$ cat config.mk
export PLATFORM = sky130hd
export DESIGN_NAME = tictactoe_game_ctrl
export DESIGN_NICKNAME = d
export VERILOG_FILES = /design/src/rtl/tictactoe_game_ctrl.sv
export SDC_FILE = /design/constraint.sdc
export NUM_CORES = 1
export LEC_CHECK = 0
export BUFFER_PORTS_ARGS = -buffer_cell sky130_fd_sc_hd__buf_4
export CAP_MARGIN = 30
export CORE_ASPECT_RATIO = 1.75
export CORE_MARGIN = 5
export CORE_UTILIZATION = 45
export DETAILED_ROUTE_END_ITERATION = 10
export GPL_ROUTABILITY_DRIVEN = 0
export PLACE_DENSITY = 0.71
export RECOVER_POWER = 50
export SLEW_MARGIN = 20
export SYNTH_ARGS = -nofsm -noshare
export SYNTH_HDL_FRONTEND = slang
export SYNTH_SLANG_ARGS = --single-unit
$ cat constraint.sdc
create_clock -name clk -period 2.13 [get_ports clk]
set_clock_uncertainty 0.05 [all_clocks]
set_input_delay 0.1065 -clock clk [delete_from_list [all_inputs] [get_ports clk]]
set_output_delay 0.1065 -clock clk [all_outputs]
set_load 0.1 [all_outputs]
$ cat src/rtl/tictactoe_game_ctrl.sv
// Tic-tac-toe move controller: owns the X/O boards, accepts or refuses moves,
// and turns the external win checker's flags into game_over/winner/fault.
module tictactoe_game_ctrl #(
    parameter bit X_FIRST = 1'b1
) (
    input  logic       clk,
    input  logic       rst,
    input  logic       new_game,
    input  logic       move_valid,
    input  logic [3:0] move_pos,
    output logic       move_ready,
    output logic       move_ack,
    output logic       move_nack,
    output logic [8:0] x,
    output logic [8:0] o,
    input  logic       winX,
    input  logic       winO,
    input  logic       full,
    input  logic       error,
    output logic       turn_o,
    output logic       game_over,
    output logic [1:0] winner,
    output logic       fault
);

    typedef enum logic [1:0] {
        PLAY  = 2'd0,
        CHECK = 2'd1,
        OVER  = 2'd2
    } state_t;

    state_t     state;
    logic [8:0] pos_mask;
    logic       pos_ok;

    // Decode the offered cell; out-of-range positions never match a cell.
    always_comb begin
        pos_mask = 9'd0;
        pos_ok   = 1'b0;
        if (move_pos <= 4'd8) begin
            pos_mask = 9'd1 << move_pos;
            pos_ok   = ((x | o) & pos_mask) == 9'd0;
        end else begin
            pos_mask = 9'd0;
            pos_ok   = 1'b0;
        end
    end

    assign move_ready = (state == PLAY) && !new_game;
    assign game_over  = (state == OVER);

    // Game FSM with registered board, turn, result and handshake pulses.
    always_ff @(posedge clk) begin
        if (rst) begin
            state     <= PLAY;
            x         <= 9'd0;
            o         <= 9'd0;
            turn_o    <= ~X_FIRST;
            winner    <= 2'b00;
            fault     <= 1'b0;
            move_ack  <= 1'b0;
            move_nack <= 1'b0;
        end else begin
            move_ack  <= 1'b0;
            move_nack <= 1'b0;
            if (new_game) begin
                // A simultaneous move is refused; fault is deliberately kept.
                state     <= PLAY;
                x         <= 9'd0;
                o         <= 9'd0;
                turn_o    <= ~X_FIRST;
                winner    <= 2'b00;
                move_nack <= move_valid;
            end else begin
                case (state)
                    PLAY: begin
                        if (move_valid) begin
                            if (pos_ok) begin
                                if (turn_o) begin
                                    o <= o | pos_mask;
                                end else begin
                                    x <= x | pos_mask;
                                end
                                move_ack <= 1'b1;
                                state    <= CHECK;
                            end else begin
                                move_nack <= 1'b1;
                            end
                        end
                    end
                    CHECK: begin
                        move_nack <= move_valid;
                        if (error) begin
                            fault  <= 1'b1;
                            winner <= 2'b00;
                            state  <= OVER;
                        end else if (winX) begin
                            winner <= 2'b01;
                            state  <= OVER;
                        end else if (winO) begin
                            winner <= 2'b10;
                            state  <= OVER;
                        end else if (full) begin
                            winner <= 2'b11;
                            state  <= OVER;
                        end else begin
                            turn_o <= ~turn_o;
                            state  <= PLAY;
                        end
                    end
                    OVER: begin
                        move_nack <= move_valid;
                    end
                    default: begin
                        state <= PLAY;
                    end
                endcase
            end
        end
    end

endmodule

Word level (Yosys, flattened, before mapping)
Index checks and enable logic that the tools add are counted.
Widths: inputs -> output; s select.
{"block": "op_classes", "muxes": 18, "n_eq_ne": 4, "n_reduce_logical": 14, "bitwise": 13, "shifts": 1, "n_lt_le_gt_ge": 1}
{"cell": "$or 9x9->9", "n": 3}
{"cell": "$mux 2", "n": 10}
{"cell": "$and 9x9->9", "n": 1}
{"cell": "$logic_not 9->1", "n": 1}
{"cell": "$mux 9", "n": 1}
{"cell": "$not 1->1", "n": 9}
{"cell": "$shl 1x4->9 const A", "n": 1}
{"cell": "$reduce_and 4->1", "n": 2}
{"cell": "$pmux 2 s3", "n": 1}
{"cell": "$reduce_and 3->1", "n": 2}
{"cell": "$mux 1", "n": 5}
{"cell": "$reduce_and 5->1", "n": 1}
{"cell": "$le 4x4->1 const B", "n": 1}
{"cell": "$ne 2x2->1 const B", "n": 2}
{"cell": "$reduce_bool 4->1", "n": 1}
{"cell": "$reduce_or 2->1", "n": 2}
{"cell": "$reduce_or 4->1", "n": 1}
{"cell": "$eq 2x1->1 const B", "n": 1}
{"cell": "$eq 2x2->1 const B", "n": 1}
{"cell": "$logic_not 2->1", "n": 1}
{"cell": "$pmux 1 s2", "n": 1}
{"cell": "$reduce_and 2->1", "n": 1}
{"cell": "$logic_and 1x1->1", "n": 1}
{"cell": "$logic_not 1->1", "n": 1}
{"block": "totals", "register_bits": 26, "wordCells": 59}

Longest topological paths before layout
{"block": "logic_depth", "ltp_word": 8, "depth_mapped": 7}

Least setup slack after synthesis
No wires, ideal clock.
{"block": "synth_path", "path_type": "reg2out", "startpoint": "register state[0]", "endpoint": "output port move_ready", "path_stages_with_launch": 4, "arrival_ns": 2.013, "path_buffers": 0, "slack_ns": -0.039, "required_time_ns": 1.974, "path_cell_list": "dfxtp_1 > inv_1 > ha_1 > nor2b_1"}
{"block": "synth_between", "elab_chain_cells": 2}
{"item": "start: declaration", "line": "32", "text": "state_t state;"}
{"item": "start signal: assignment", "line": "55", "text": "state <= PLAY;"}
{"item": "start signal: assignment", "line": "68", "text": "state <= PLAY;"}
{"item": "start signal: assignment", "line": "85", "text": "state <= CHECK;"}
{"item": "$logic_not 2->1", "line": "49", "text": "assign move_ready = (state == PLAY) && !new_game;"}
{"item": "$logic_and 1x1->1", "line": "49"}
{"item": "end: declaration", "line": "11", "text": "output logic move_ready,"}
Every way passes these cells.

Worst setup path after layout
{"block": "layout_path", "startpoint": "register x[5]", "endpoint": "register o[6]"}
{"block": "layout_between", "elab_chain_cells": 5}
{"item": "start: declaration", "line": "14", "text": "output logic [8:0] x,"}
{"item": "start signal: assignment", "line": "82", "text": "x <= x | pos_mask;"}
{"item": "$or 9x9->9", "line": "42", "text": "pos_ok = ((x | o) & pos_mask) == 9'd0;"}
{"item": "$and 9x9->9", "line": "42"}
{"item": "$logic_not 9->1", "line": "42"}
{"item": "$mux 1", "line": "40", "text": "if (move_pos <= 4'd8) begin"}
{"item": "$reduce_and 4->1 (no line)"}
{"item": "end signal: assignment", "line": "80", "text": "o <= o | pos_mask;"}
{"item": "end: declaration", "line": "15", "text": "output logic [8:0] o,"}
Every way passes these cells.
A chain may end at the register's enable or synchronous reset.

==> impl_results.md <==
* Setup Crit Path Kind: reg2reg
* Warnings from Yosys at 0
* Root Buffer Master: clkbuf_8
* RSZ-0062 raised after global routing: false
* Slowest cell on the critical path: dfxtp_1
* Startpoint Class: flip-flop
* Crit Path Max Fanout at 6
* Placed cell area at 1590 um2
* Crit-path cells: or2_2, a22o_1, nor3_2, buf_4, a31oi_1, nor2_1
* Syn_nets at 159
* Aggregate negative setup slack at 0 ns
* Port Buf Inserts at 37
* PnR Total Power at 0.956 mW
* Post-synth top area cell: dfxtp_1
* ANT cells at 0
* Maximum VDD drop at 0.343 mV
* EDFF count, synth at 0
* Cell variety after synth at 41
* Min-delay worst type: in2reg
* Final Hold Vio Count at 0
* Die area at 4050 um2
* Resized cells post-CTS at 0
* Area share of the largest cell type after synthesis at 0.407
* Delay-heaviest family, CP: simple AND/OR/NAND/NOR gates
* Inserted Clock Buffers at 3
* Clock sinks at 26
* MaxCap Viol Count at 0
* Starting density of the core at 0.470
* Crit-path max cell delay at 0.34 ns
* Largest net degree at the start of global routing at 15
* I/O pin count at 38
* WP buf/inv at 1
* Yosys reg bits at 26
* Share of cells above drive strength 1 at 0.190
* CTS tree: yes
* Largest cells by area after synthesis: dfxtp_1 (41%), a31oi_1 (9.8%), nor2_1 (8.8%), ha_1 (3.9%), a2111oi_4 (2.2%)
* Final Non-Filler Cells at 211
* Die Width at 50.3 um
* Ys flop type: dfxtp_1
* CTS max path bufs at 2
* First-pass GRT wire length at 5.40 mm
* Layout area overhead at 22.2%
* Vias per cell at 5.88
* DR iter-0 viols at 60
* DRT antenna net count at 0
* Max Fclk at 568 MHz
* Critical R2R Launch: x[5]
* HP Start: winX
* CP Data Arrival Time at 1.92 ns
* Total GRT Usage at 0.168
* Fraction of registers with async set/reset at 0
* Worst r2r dst: o[6]
* DP HPWL at 2.52 mm
* Final setup vio count at 0
* Worst Reg2Reg Path Length in Cells at 6
* Row cnt at 25
* Placed Instances at 206
* Clock-pin slew on the worst setup and hold paths at 0.09 ns
* Avg WL per Cell at 15.4 um
* Vias in the first global route at 1,269
* Pre-antenna DRT Iters at 4
* Synthesized area per cell at 8.94 um2
* Setup slack, reg-to-reg at 0.37 ns
* Synth Cell Area at 1280 um2
* Core area at 2720 um2
* Tmin final at 1.76 ns
* Power Density at 612 nW/um2
* Relative slew slack at 0.209
* DRC at 0
* Overflow left after global routing at 0
* H-tree depth at 1
* WL final at 3.26 mm
* Tightest Pin Transition at 1.19 ns
* Worst skew pair latency at 0.27 ns
* Cells after Synth at 143
* Period utilization at 0.826
* Via count at 1,241
* Initial antenna violation count at 0
* Nature of the critical path endpoint: flip-flop
* LEAKAGE at 0.574 nW
* Status: complete, no violations
* Max-slew violation count at 0
* Register area share after synthesis at 0.407
* Worst Hold End: winner[1]
* Die extent in y at 80.5 um
* Hold path depth at 4
* Nets at 201
* Cell area after layout at 1560 um2
* Finished Core Util at 0.574
* Worst EP required at 2.29 ns
==> power by group <==
group / leakage (nW) / internal [mW] / switching, mW / total, mW
sequential: 0.210 / 0.490 / 0.00234 / 0.492
combinational: 0.336 / 0.0466 / 0.0957 / 0.142
clock: 0.0288 / 0.165 / 0.156 / 0.321
total: 0.574 / 0.702 / 0.254 / 0.956
==> layout by cell type, fill, tap and decap left out, types with 2 or more instances in the layout <==
master / instances
nor2_1: 30
dfxtp_1: 26
clkbuf_1: 24
a31oi_1: 20
buf_4: 19
inv_1: 4
nor3_1: 4
nand2_1: 4
ha_1: 4
clkbuf_8: 4
nand2b_1: 3
nor4_1: 3
a21oi_1: 3
o21a_1: 2
nor4b_1: 2
or2_2: 2
nand3_1: 2
nor3_2: 2
and3_1: 2
o21ai_0: 2
==> sequential cells by signal, summed over array words and instances (netlist names) <==
name	cells
winner	2
fault	1
state	2
o	9
move_ack	1
turn_o	1
x	9
move_nack	1
==> cells by family (layout without fill, tap and decap cells) <==
group           after synthesis  after routing  synth area share
xor+xnor                      1              1           0.00685
buf+inv                      11             52            0.0509
flops                        26             26             0.407
simple gates                 67             67             0.285
compound gates               34             34             0.211
fa+ha+maj                     4              4            0.0391
==> synth_stat cells (2+ instances only) <==
cell type  count
nor4b_1        2
o21a_1         2
buf_4          2
nand3_1        2
nor2_1        30
nor3_1         4
dfxtp_1       26
and3_1         2
a31oi_1       20
buf_6          2
nor4_1         3
o21ai_0        2
nand2b_1       3
a21oi_1        3
nand2_1        4
ha_1           4
nor3_2         2
inv_1          4
clkbuf_1       2
or2_2          2
nor2b_1        2
==> stage by stage <==
| stage | hold slack, ns | setup WS, ns |
|---|---|---|
| 3_5_place_dp | 0.238 | 0.407 |
| 2_1_floorplan | 0.129 | 0.0491 |
| 4_1_cts | 0.0640 | 0.375 |
| 3_3_place_gp | 0.239 | 0.431 |
| 5_1_grt | 0.0788 | 0.225 |
| 6_report | 0.0694 | 0.370 |
==> worst register-to-register path, stage by stage (launching register included) <==
cell,delay (ns)
dfxtp_1,0.34
or2_2,0.30
a22o_1,0.29
nor3_2,0.31
buf_4,0.21
a31oi_1,0.10
nor2_1,0.11
==> how the worst max path moves through the flow <==
stage	cells after the start	slack (ns)	to	from
6_report	6	0.37	o[6]	x[5]
5_1_grt	6	0.22	o[4]	x[5]
4_1_cts	6	0.37	o[6]	x[5]
2_1_floorplan	5	0.05	o[8]	x[5]
3_3_place_gp	7	0.43	o[3]	move_pos[2]
3_5_place_dp	7	0.41	o[3]	move_pos[2]
==> per-layer routing <==
layer | wire (um) | part of all wire | up-vias | global-route usage
li1 | - | - | 601 | -
met1 | 1230 | 0.38 | 595 | 0.160
met2 | 1840 | 0.57 | 43 | 0.334
met3 | 156 | 0.048 | 2 | 0.0278
met4 | 24 | 0.0074 | 0 | 0.0742
met5 | 0 | 0 | - | 0
==> cell type report <==
class,instances,area (um2)
timing repair buffer,44,243
multi-input combinational,106,696
inverter,4,15.0
fill,255,1160
clock buffer,4,55.1
sequential,26,520
tap,27,33.8
==> what timing repair did <==
action | in CTS | in global routing
hold buffers | 1 | 0
setup buffers | 0 | 0
endpoints found under the setup margin | 0 | 0
endpoints found under the hold margin | 1 | 0
Note: power is estimated with default switching activity, not from simulation.
